<file path="src/rtl/fsm_x_driver.sv">
`timescale 1ns/1ps
// fsm_x_driver: serial stimulus transmitter for the one-hot Mealy detector.
// Accepts words over in_valid/in_ready and shifts them MSB-first onto x, one
// bit per clock. Captures the detector's z_in per bit into out_data. A shadow
// copy of the detector predicts Z, which drives the per-word out_err flag and
// the sticky mismatch flag.
// Ports:
//   clk, reset                      clock, async active-high reset
//   in_data, in_valid, in_ready     word input handshake (ready only in IDLE)
//   x                               registered serial bit to the detector
//   z_in                            detector Z (combinational in the detector)
//   out_data, out_err, out_valid    captured word, error flag, result valid
//   out_ready                       result accepted
//   mismatch                        sticky OR of all bit mismatches
//   model_state                     shadow detector state, one-hot
module fsm_x_driver #(
    parameter int unsigned DATA_W = 8,
    parameter logic        IDLE_X = 1'b1
) (
    input  logic              clk,
    input  logic              reset,
    input  logic [DATA_W-1:0] in_data,
    input  logic              in_valid,
    output logic              in_ready,
    output logic              x,
    input  logic              z_in,
    output logic [DATA_W-1:0] out_data,
    output logic              out_err,
    output logic              out_valid,
    input  logic              out_ready,
    output logic              mismatch,
    output logic [3:0]        model_state
);

    localparam int unsigned CNT_W = $clog2(DATA_W + 1);

    localparam logic [3:0] ST_AC = 4'b0001;
    localparam logic [3:0] ST_BD = 4'b0010;
    localparam logic [3:0] ST_E  = 4'b0100;
    localparam logic [3:0] ST_F  = 4'b1000;

    typedef enum logic [1:0] {
        IDLE  = 2'd0,
        SHIFT = 2'd1,
        DONE  = 2'd2
    } ctrl_t;

    ctrl_t             ctrl;
    logic [DATA_W-2:0] shreg;     // bits still to be sent after the one on x
    logic [DATA_W-2:0] cap;       // Z bits captured so far in this word
    logic              err_acc;
    logic [CNT_W-1:0]  count;

    logic [3:0]        model_next;
    logic              pred_z;
    logic              bit_mm;
    logic [DATA_W-1:0] cap_next;
    logic              err_next;

    // Shadow detector: next state and predicted Mealy output from state and x.
    always_comb begin
        model_next = ST_AC;
        pred_z     = 1'b0;
        case (model_state)
            ST_AC: begin
                model_next = x ? ST_BD : ST_E;
                pred_z     = x;
            end
            ST_BD: model_next = x ? ST_BD : ST_F;
            ST_E: begin
                model_next = x ? ST_F : ST_AC;
                pred_z     = x;
            end
            ST_F:  model_next = x ? ST_AC : ST_BD;
            default: begin
                model_next = ST_AC;
                pred_z     = 1'b0;
            end
        endcase
    end

    // Per-bit capture and error terms used during SHIFT.
    always_comb begin
        bit_mm   = z_in ^ pred_z;
        cap_next = {cap, z_in};
        err_next = err_acc | bit_mm;
    end

    // Control FSM, shift/capture datapath and shadow state.
    always_ff @(posedge clk or posedge reset) begin
        if (reset) begin
            ctrl        <= IDLE;
            x           <= IDLE_X;
            in_ready    <= 1'b1;
            out_valid   <= 1'b0;
            out_data    <= '0;
            out_err     <= 1'b0;
            mismatch    <= 1'b0;
            model_state <= ST_AC;
            shreg       <= '0;
            cap         <= '0;
            err_acc     <= 1'b0;
            count       <= '0;
        end else begin
            // The shadow steps every clock so it tracks the detector in idle too.
            model_state <= model_next;
            case (ctrl)
                IDLE: begin
                    x <= IDLE_X;
                    if (in_valid && in_ready) begin
                        shreg    <= in_data[DATA_W-2:0];
                        x        <= in_data[DATA_W-1];
                        cap      <= '0;
                        err_acc  <= 1'b0;
                        count    <= '0;
                        in_ready <= 1'b0;
                        ctrl     <= SHIFT;
                    end
                end
                SHIFT: begin
                    cap      <= cap_next[DATA_W-2:0];
                    err_acc  <= err_next;
                    mismatch <= mismatch | bit_mm;
                    shreg    <= shreg << 1;
                    x        <= shreg[DATA_W-2];
                    count    <= count + CNT_W'(1);
                    if (count == CNT_W'(DATA_W - 1)) begin
                        out_data  <= cap_next;
                        out_err   <= err_next;
                        x         <= IDLE_X;
                        out_valid <= 1'b1;
                        ctrl      <= DONE;
                    end
                end
                DONE: begin
                    if (out_valid && out_ready) begin
                        out_valid <= 1'b0;
                        in_ready  <= 1'b1;
                        ctrl      <= IDLE;
                    end
                end
                default: begin
                    ctrl     <= IDLE;
                    x        <= IDLE_X;
                    in_ready <= 1'b1;
                end
            endcase
        end
    end

endmodule

</file>
<file path="config.mk">
export PLATFORM = sky130hd
export DESIGN_NAME = fsm_x_driver
export DESIGN_NICKNAME = d
export VERILOG_FILES = /design/src/rtl/fsm_x_driver.sv
export SDC_FILE = /design/constraint.sdc
export NUM_CORES = 1
export LEC_CHECK = 0
export ABC_AREA = 1
export ABC_CLOCK_PERIOD_IN_PS = 3500
export CORE_MARGIN = 8
export CORE_UTILIZATION = 56
export DETAILED_ROUTE_END_ITERATION = 7
export HOLD_SLACK_MARGIN = 0.1
export MAX_ROUTING_LAYER = met4
export PLACE_DENSITY = 0.84
export SETUP_SLACK_MARGIN = 0.4
export SLEW_MARGIN = 5
export SYNTH_ARGS = -nofsm -noshare
export SYNTH_HDL_FRONTEND = slang
export SYNTH_SLANG_ARGS = --single-unit
</file>
<file path="constraint.sdc">
create_clock -name clk -period 3.5 [get_ports clk]
set_input_delay 0.525 -clock clk [delete_from_list [all_inputs] [get_ports clk]]
set_output_delay 0.525 -clock clk [all_outputs]
set_load 0.03 [all_outputs]
</file>
==> impl_metrics.tcl <==
set metrics [dict create \
    grt_start_max_net_pins 39 \
    r2r.worst_path.cells 6 \
    status "complete, no violations" \
    placedInstanceArea_um2 2036 \
    clock-sinks 38 \
    period_needed_ns 2.162 \
    cp_max_fo 8 \
    ys_types 27 \
    synth.area.top_cells "dfrtp_1, nand2_1, inv_1" \
    cp_top_family "buffers and inverters" \
    chipHeight_um 71.99 \
    post_cts_buffers 0 \
    path_class "reg -> out" \
    drt_pre_antenna_iters 4 \
    place_hpwl_um 2528 \
    cts_buffers 5 \
    worstPathCellList "clkdlybuf4s50_1" \
    synth.largest_area_cell "dfrtp_1" \
    cts_resized 0 \
    layout_worst_path_cycle_share_pct 61.76 \
    syn_area_per_cell_um2 9.752 \
    fin_nets 225 \
    synth-seq-cells 38 \
    critical_path.slowest_cell "clkdlybuf4s50_1" \
    final_area_um2 2096 \
    viasPerCell 5.176 \
    antenna_cells 0 \
    drc_errors 0 \
    r2r-start "ctrl[1]$_DFFE_PP0P_" \
    drtIter0Drc 63 \
    r2r_setup_slack_ns 1.44 \
    syn_area_um2 1755 \
    insertion_delay_ns 0.34 \
    layout-drive-gt1-share_pct 16.98 \
    crit_start "x$_DFFE_PP1P_" \
    finalNonFillerCells 256 \
    antenna_found_initial 0 \
    fin_setup_tns_ns 0 \
    synth_cells 180 \
    path_clk_slew_ns 0.11 \
    cpPeakStageDelay_ns 0.69 \
    synth_top_area_share_pct 49.89 \
    synthArstFlopShare_pct 100.0 \
    critPathLaunchType "register" \
    peakVddDrop_mv 0.3703 \
    cap_violations 0 \
    drt-total-wl_um 3385 \
    multiInputGateArea_um2 605.6 \
    pin_count 30 \
    hold-worst-slack_ns 0.4725 \
    finalPower_mw 1.873 \
    port_buffers 29 \
    wire_per_inst_um 13.22 \
    arrival_ns 1.64 \
    dieArea_um2 5183 \
    tightestPinTransition_ns 0.8400 \
    cts_buffer_depth 2 \
    synth_nets 194 \
    crit_end "x" \
    ant_nets 0 \
    grt_setup_unrepaired "no" \
    final_max_slew_viol_count 0 \
    power_density_nw_per_um2 893.7 \
    cp.depth 1 \
    rows 20 \
    worst-path-buf-inv 1 \
    end_kind "output pin" \
    cts_tree "built" \
    fillCellCount 237 \
    cts_hold_buf 0 \
    initial_core_util_pct 57.98 \
    gr-usage-all-layers_pct 14.95 \
    place_inst 248 \
    htree_levels 2 \
    worst_clock_skew_ns 0.009499 \
    num_vias 1325 \
    syn2layout_area_growth_pct 19.39 \
    regArea_um2 954.7 \
    core_um2 3028 \
    crit_required_ns 2.97 \
    yosysWarnings 0 \
    hold_path_class "reg -> reg" \
    finalHoldViolations 0 \
    die_w_um 71.99 \
    synth_ff_type "dfrtp_1" \
    setup_violations 0 \
    cts-root-buf "clkbuf_4" \
    max_freq_ghz 0.4626 \
    yosysSeqAreaShare_pct 54.38 \
    r2r-end "out_data[1]$_DFFE_PP0P_" \
    grt_pass1_vias 1311 \
    routabilityCongestion 0.7892 \
    grt-ovfl-total 0 \
    synth_edf_count 0 \
    power_leakage_nw 0.9870 \
    slew_headroom_pct 43.94 \
    grt_pass1_wl_um 5830 \
]
-- flip-flops by register name (all words and copies together), names as in the netlist --
| signal | flops |
|---|---|
| cap | 7 |
| shreg | 7 |
| out_valid | 1 |
| model_state | 4 |
| out_data | 8 |
| in_ready | 1 |
| count | 4 |
| err_acc | 1 |
| x | 1 |
| ctrl | 2 |
| mismatch | 1 |
| out_err | 1 |
-- synth_stat cells, types with 2 or more instances --
| cell type | n |
|---|---|
| dfrtp_1 | 35 |
| nand2_1 | 40 |
| nand3_1 | 9 |
| nor2_1 | 6 |
| inv_1 | 28 |
| nor2_2 | 3 |
| a21oi_1 | 2 |
| o22ai_1 | 7 |
| o21ai_1 | 2 |
| o21ai_0 | 8 |
| buf_6 | 4 |
| inv_2 | 3 |
| dfstp_2 | 3 |
| o21ai_2 | 12 |
| o211ai_1 | 3 |
| o211ai_2 | 4 |
-- routing by layer --
layer | global-route usage (%) | routed length (um) | part of all wire, % | vias to the layer above
met5 | - | 0 | 0 | -
met3 | 5.785 | 216 | 6.4 | 8
li1 | - | - | - | 642
met1 | 15.29 | 1408 | 42 | 640
met4 | 6.803 | 74 | 2.2 | 0
met2 | 24.90 | 1685 | 50 | 35
-- cells in the final DEF (no fill, tap or decap), types with 2 or more instances in the layout --
cell / count
inv_1: 28
nor2_2: 3
inv_2: 3
o21ai_0: 8
nor2_1: 6
o211ai_2: 4
a21oi_1: 2
dfstp_2: 3
clkdlybuf4s50_1: 29
o21ai_1: 2
clkbuf_4: 5
nand3_1: 9
nand2_1: 40
o22ai_1: 7
dfrtp_1: 35
o211ai_1: 3
o21ai_2: 12
-- how the worst min path moves through the flow --
stage | to | from | cells past startpoint | slack, ns
final | mismatch$_DFFE_PP0P_ | mismatch$_DFFE_PP0P_ | 2 | 0.47
after floorplan | count[0]$_DFFE_PP0P_ | count[0]$_DFFE_PP0P_ | 1 | 0.47
after CTS | mismatch$_DFFE_PP0P_ | mismatch$_DFFE_PP0P_ | 2 | 0.48
after global placement | mismatch$_DFFE_PP0P_ | mismatch$_DFFE_PP0P_ | 2 | 0.45
after global routing | out_data[4]$_DFFE_PP0P_ | out_data[4]$_DFFE_PP0P_ | 2 | 0.51
after detailed placement | mismatch$_DFFE_PP0P_ | mismatch$_DFFE_PP0P_ | 2 | 0.46
-- power by group --
| part | internal (mW) | switching (mW) |
|---|---|---|
| Clock | 0.0973 | 0.135 |
| Combinational | 0.349 | 0.572 |
| Sequential | 0.626 | 0.0943 |
-- cells by family (layout without fill, tap and decap cells) --
logic type,after synthesis,in the layout,share of synthesized area [%]
XOR/XNOR,2,2,0.9980
AO/OA/AOI/OAI,42,42,18.18
buffers and inverters,38,70,11.12
adder cells (fa/ha/maj),1,1,0.7126
flip-flops,38,38,54.38
AND/OR/NAND/NOR,59,59,14.61
-- worst min-delay path, cell delays in order, from the launching register on --
cell and delay [ns]:
dfrtp_1 0.36, inv_1 0.04, nand2_1 0.05
-- area by class of cell --
| cell class | instances | area share [%] |
|---|---|---|
| Clock buffer | 7 | 2.627 |
| Timing Repair Buffer | 30 | 14.21 |
| Multi-Input combinational cell | 104 | 28.90 |
| Inverter | 32 | 5.851 |
| Clock inverter | 1 | 0.2388 |
| Tap cell | 44 | 2.627 |
| Sequential cell | 38 | 45.55 |
-- through the flow --
| step | setup slack [ns] | utilization [%] |
|---|---|---|
| 5_1_grt | 1.263 | 69.21 |
| 6_report | 1.338 | 69.21 |
| 2_1_floorplan | 2.119 | - |
| 4_1_cts | 1.311 | 69.21 |
| 3_3_place_gp | 1.588 | 67.23 |
| 3_5_place_dp | 1.476 | 67.23 |
No activity file was read; power rests on OpenSTA's default activity.
